[src/rtl/alu_4bit_if.sv]
// Operand/result bundle for the registered ALU.
// Ports: in_valid/a/b/sel flow controller -> ALU; out/carry_out/out_valid flow back.
// No backpressure: the ALU accepts one operation every cycle.
interface alu_4bit_if #(
  parameter int WIDTH = 4
);

  logic             in_valid;
  logic [WIDTH-1:0] a;
  logic [WIDTH-1:0] b;
  logic [1:0]       sel;
  logic [WIDTH-1:0] out;
  logic             carry_out;
  logic             out_valid;

  // Controller side: issues operations, observes registered results.
  modport master (
    output in_valid,
    output a,
    output b,
    output sel,
    input  out,
    input  carry_out,
    input  out_valid
  );

  // ALU side: consumes operations, drives registered results.
  modport slave (
    input  in_valid,
    input  a,
    input  b,
    input  sel,
    output out,
    output carry_out,
    output out_valid
  );

endinterface

[src/rtl/alu_4bit.sv]
// Registered AND/OR/XOR/ADD unit on two unsigned WIDTH-bit operands.
// Latency 1 cycle, throughput 1 op/cycle; no backpressure (always ready).
// Ports: clk, rst (sync, active-high), bus (slave: in_valid/a/b/sel in, out/carry_out/out_valid out).
module alu_4bit #(
  parameter int WIDTH = 4
) (
  input  logic       clk,
  input  logic       rst,
  alu_4bit_if.slave  bus
);

  localparam logic [1:0] OP_AND = 2'b00;
  localparam logic [1:0] OP_OR  = 2'b01;
  localparam logic [1:0] OP_XOR = 2'b10;
  localparam logic [1:0] OP_ADD = 2'b11;

  logic [WIDTH-1:0] out_q,   out_d;
  logic             carry_q, carry_d;
  logic             vld_q,   vld_d;

  logic [WIDTH:0]   sum;
  logic [WIDTH-1:0] res;
  logic             res_carry;

  // Opcode decode. The adder is one bit wider so the top bit is the carry.
  always_comb begin
    sum       = {1'b0, bus.a} + {1'b0, bus.b};
    res       = '0;
    res_carry = 1'b0;
    case (bus.sel)
      OP_AND: res = bus.a & bus.b;
      OP_OR:  res = bus.a | bus.b;
      OP_XOR: res = bus.a ^ bus.b;
      OP_ADD: begin
        res       = sum[WIDTH-1:0];
        res_carry = sum[WIDTH];
      end
    endcase
  end

  // Idle cycles keep the last result visible; only the valid flag drops.
  always_comb begin
    out_d   = out_q;
    carry_d = carry_q;
    vld_d   = bus.in_valid;
    if (bus.in_valid) begin
      out_d   = res;
      carry_d = res_carry;
    end
  end

  // Reset wins over in_valid, discarding whatever was being issued.
  always_ff @(posedge clk) begin
    if (rst) begin
      out_q   <= '0;
      carry_q <= 1'b0;
      vld_q   <= 1'b0;
    end else begin
      out_q   <= out_d;
      carry_q <= carry_d;
      vld_q   <= vld_d;
    end
  end

  assign bus.out       = out_q;
  assign bus.carry_out = carry_q;
  assign bus.out_valid = vld_q;

endmodule

[src/flat_wrapper.sv]
// flat-port wrapper written by rule: the top's interface ports become plain ports
module alu_4bit_flat 
#(
  parameter int WIDTH = 4
)
  (clk, rst, bus_in_valid, bus_a, bus_b, bus_sel, bus_out, bus_carry_out, bus_out_valid);
  alu_4bit_if #(.WIDTH(WIDTH)) bus_i ();
  input  logic clk;
  input  logic rst;
  input wire logic [$bits(bus_i.in_valid)-1:0] bus_in_valid;
  input wire logic [$bits(bus_i.a)-1:0] bus_a;
  input wire logic [$bits(bus_i.b)-1:0] bus_b;
  input wire logic [$bits(bus_i.sel)-1:0] bus_sel;
  output wire logic [$bits(bus_i.out)-1:0] bus_out;
  output wire logic [$bits(bus_i.carry_out)-1:0] bus_carry_out;
  output wire logic [$bits(bus_i.out_valid)-1:0] bus_out_valid;
  assign bus_i.in_valid = bus_in_valid;
  assign bus_i.a = bus_a;
  assign bus_i.b = bus_b;
  assign bus_i.sel = bus_sel;
  assign bus_out = bus_i.out;
  assign bus_carry_out = bus_i.carry_out;
  assign bus_out_valid = bus_i.out_valid;
  alu_4bit #(.WIDTH(WIDTH)) u_core (.clk(clk), .rst(rst), .bus(bus_i));
endmodule
[config.mk]
export PLATFORM = sky130hd
export DESIGN_NAME = alu_4bit_flat
export DESIGN_NICKNAME = d
export VERILOG_FILES = /design/src/rtl/alu_4bit_if.sv /design/src/rtl/alu_4bit.sv /design/src/flat_wrapper.sv
export SDC_FILE = /design/constraint.sdc
export NUM_CORES = 1
export LEC_CHECK = 0
export ABC_CLOCK_PERIOD_IN_PS = 1450
export CAP_MARGIN = 40
export CORE_AREA = 10 10 49 51
export DETAILED_ROUTE_END_ITERATION = 10
export DIE_AREA = 0 0 59 61
export GPL_ROUTABILITY_DRIVEN = 0
export PLACE_DENSITY = 0.74
export SYNTH_ARGS = -nofsm -noshare
export SYNTH_HDL_FRONTEND = slang
export SYNTH_SLANG_ARGS = --single-unit
[constraint.sdc]
create_clock -name clk -period 1.45 [get_ports clk]
set_clock_uncertainty 0.05 [all_clocks]
set_input_delay 0.29 -clock clk [delete_from_list [all_inputs] [get_ports clk]]
set_output_delay 0.29 -clock clk [all_outputs]
set_load 0.005 [all_outputs]
==> results.toml <==
[worst_setup_path]
cp_num_buf_inv = 1
crit_family = "buffers and inverters"
cp_slowest_cell = "clkdlybuf4s50_1"
cp_slowest_stage_delay_ns = 0.50
startpoint_type = "flop"
crit_fanout = 2
path_cells = "clkdlybuf4s50_1"
cp.required_ns = 1.11
crit_type = "flop to output port"
end_kind = "output port"
worst_ep_arrival_time_ns = 1.07

[pwr]
power.density_nw_per_um2 = 611.1
p_leak_nw = 0.4298
max-vdd-ir-drop_mv = 0.2122

[routing]
drtAntennaViolNets = 0
via_per_inst = 4.954
vias = 535
drt-initial-drc-count = 5
drc_errors = 0
dr.pass1.iters = 4
wl_um = 1390
wire_per_inst_um = 12.87

[logic_synthesis]
synthTopCellsByArea = "dfxtp_1 (23%), ha_1 (19%), inv_1 (8.6%)"
synth_area_leader_cell = "dfxtp_1"
async_flop_share_pct = 0
synth_warnings = 0
synth_edf_count = 0
synthDominantCellAreaShare_pct = 23.02
yosysSeqAreaShare_pct = 23.02
synthFlopType = "dfxtp_1"
synth_common_cells = "inv_1 (12), ha_1 (8), dfxtp_1 (6)"
synth_fp_nets = 85
synthesis.area_sq_um = 521.8
synth_most_common_cell = "inv_1"
syn_area_per_cell_sq_um = 8.282
synth.distinct_cells = 27
syn_inst = 63
synth_seq_cells = 6

[clocking]
clock_latency_ns = 0.25
postCtsSetupBuffers = 0
cts_tree = "done"
cts_root_buf = "clkbuf_4"
htree_levels = 1
cts_max_path_buffers = 2
cts_hold_buf = 0
cts_sinks = 6
cts_made_buffers = 3
clkSlewWorstSetupHoldPaths_ns = 0.04

[timing]
setup_viol = 0
min_period_ns = 1.406
rsz0062_at_grt = "false"
fin_crit_sh_pct = 96.95
max_freq_mhz = 711.4
drv_slew = 0
slew_headroom_pct = 79.64
hold_viol = 0
worst_pin_slew_ns = 0.3049
fin_hold_ws_ns = 0.4409

[flow_run]
drv_cap = 0

[floorplanning]
ios = 19
die_y_um = 61
rows = 14
core_area_sq_um = 1471
dieArea_sq_um = 3599
die_w_um = 59
start_util_pct = 35.46

[grt]
grt_pass1_vias = 585
grt_pass1_wl_um = 2380
grt_usage_pct = 8.288
overflow = 0
grt_start_max_net_pins = 9
antenna_found_initial = 0

[final_layout]
antenna_cells = 0
layout-drive-gt1-share_pct = 34.78
fin_util_pct = 59.69
final_nets = 116
nFillCells = 136
syn_to_final_growth_pct = 68.35

[worst_hold_path]
hold_path_class = "flop to flop"

[place]
hpwl_um = 1120
io_buffers = 18

[run_status]
status = "finished clean"
## what timing repair did
action / in CTS / in global routing
gates resized for setup: 20 / 8
endpoints found under the hold margin: 0 / 0
pin swaps: 4 / 7
endpoints found under the setup margin: 5 / 7
## path summary, 6_finish.rpt
kind                            cells past startpoint  slack [ns]                                 to                              start
worst max-delay path                                1        0.04                         bus_out[1]     u_core.bus.out[1]$_SDFFE_PP0P_
worst min-delay path                                2        0.44     u_core.bus.out[1]$_SDFFE_PP0P_     u_core.bus.out[1]$_SDFFE_PP0P_
worst max register to register                      2        0.56  u_core.bus.carry_out$_SDFFE_PP0P_  u_core.bus.carry_out$_SDFFE_PP0P_
worst min register to register                      2        0.44     u_core.bus.out[1]$_SDFFE_PP0P_     u_core.bus.out[1]$_SDFFE_PP0P_
## state kept, by name, indices dropped and copies added (netlist names)
| name | flops |
|---|---|
| u_core.bus.out | 4 |
| u_core.bus.carry_out | 1 |
| u_core.bus.out_valid | 1 |
## area by class of cell
cell class	instances	area, sq um	share of cell area (%)
multi-input combinational	42	417.9	47.58
sequential	6	120.1	13.68
tap	16	20.02	2.279
clock buffer	3	22.52	2.564
timing repair buffer	28	249.0	28.35
inverter	13	48.80	5.556
## worst min-delay path, stage by stage (launching register included)
cell	delay, ns
dfxtp_1	0.30
nor2_1	0.09
a311oi_1	0.05
## layer usage
| layer | vias up | track usage, % | share of wire [%] |
|---|---|---|---|
| met5 | - | 0 | 0 |
| met4 | 0 | 4.918 | 1.1 |
| met3 | 2 | 2.088 | 6.8 |
| met2 | 14 | 14.26 | 50 |
| met1 | 244 | 8.985 | 42 |
| li1 | 275 | - | - |
## through the flow
stage | instances | cell area [sq um] | worst slack, ns | TNS (ns) | total power, mW
after floorplan | 63 | 536.8 | 0.01516 | 0 | 0.2711
after global routing | 108 | 878.3 | 0.001939 | 0 | 0.5692
after detailed placement | 105 | 795.8 | -0.6343 | -2.660 | 0.3703
final | 108 | 878.3 | 0.04425 | 0 | 0.5367
after global placement | 105 | 795.8 | -0.6075 | -2.463 | 0.3651
after CTS | 108 | 862.1 | 0.0002027 | 0 | 0.5396
## layout by cell type, fill, tap and decap left out, types with 2 or more instances in the layout
cell type / synthesis / layout
clkbuf_4: 0 / 3
inv_2: 1 / 5
a21oi_1: 2 / 2
ha_1: 8 / 3
nand2_1: 4 / 4
a211oi_1: 2 / 2
o21ai_1: 3 / 2
ha_4: 0 / 4
clkdlybuf4s50_1: 0 / 9
buf_4: 0 / 10
dlymetal6s2s_1: 0 / 3
dfxtp_1: 6 / 6
inv_1: 12 / 8
buf_2: 1 / 2
nor2_1: 5 / 5
o211ai_1: 2 / 2
dlygate4sd2_1: 0 / 3
## cell families after synthesis
logic type	synth area share, %
adder cells (fa/ha/maj)	23.02
buffers and inverters	12.47
AND/OR/NAND/NOR	16.79
flip-flops	23.02
AO/OA/AOI/OAI	23.02
XOR/XNOR	1.679
## power by group
part           switching [mW]  internal [mW]
registers             0.00507          0.177
clock network          0.0600         0.0936
logic                  0.0883          0.112
Power figures use the tool's default switching activity.
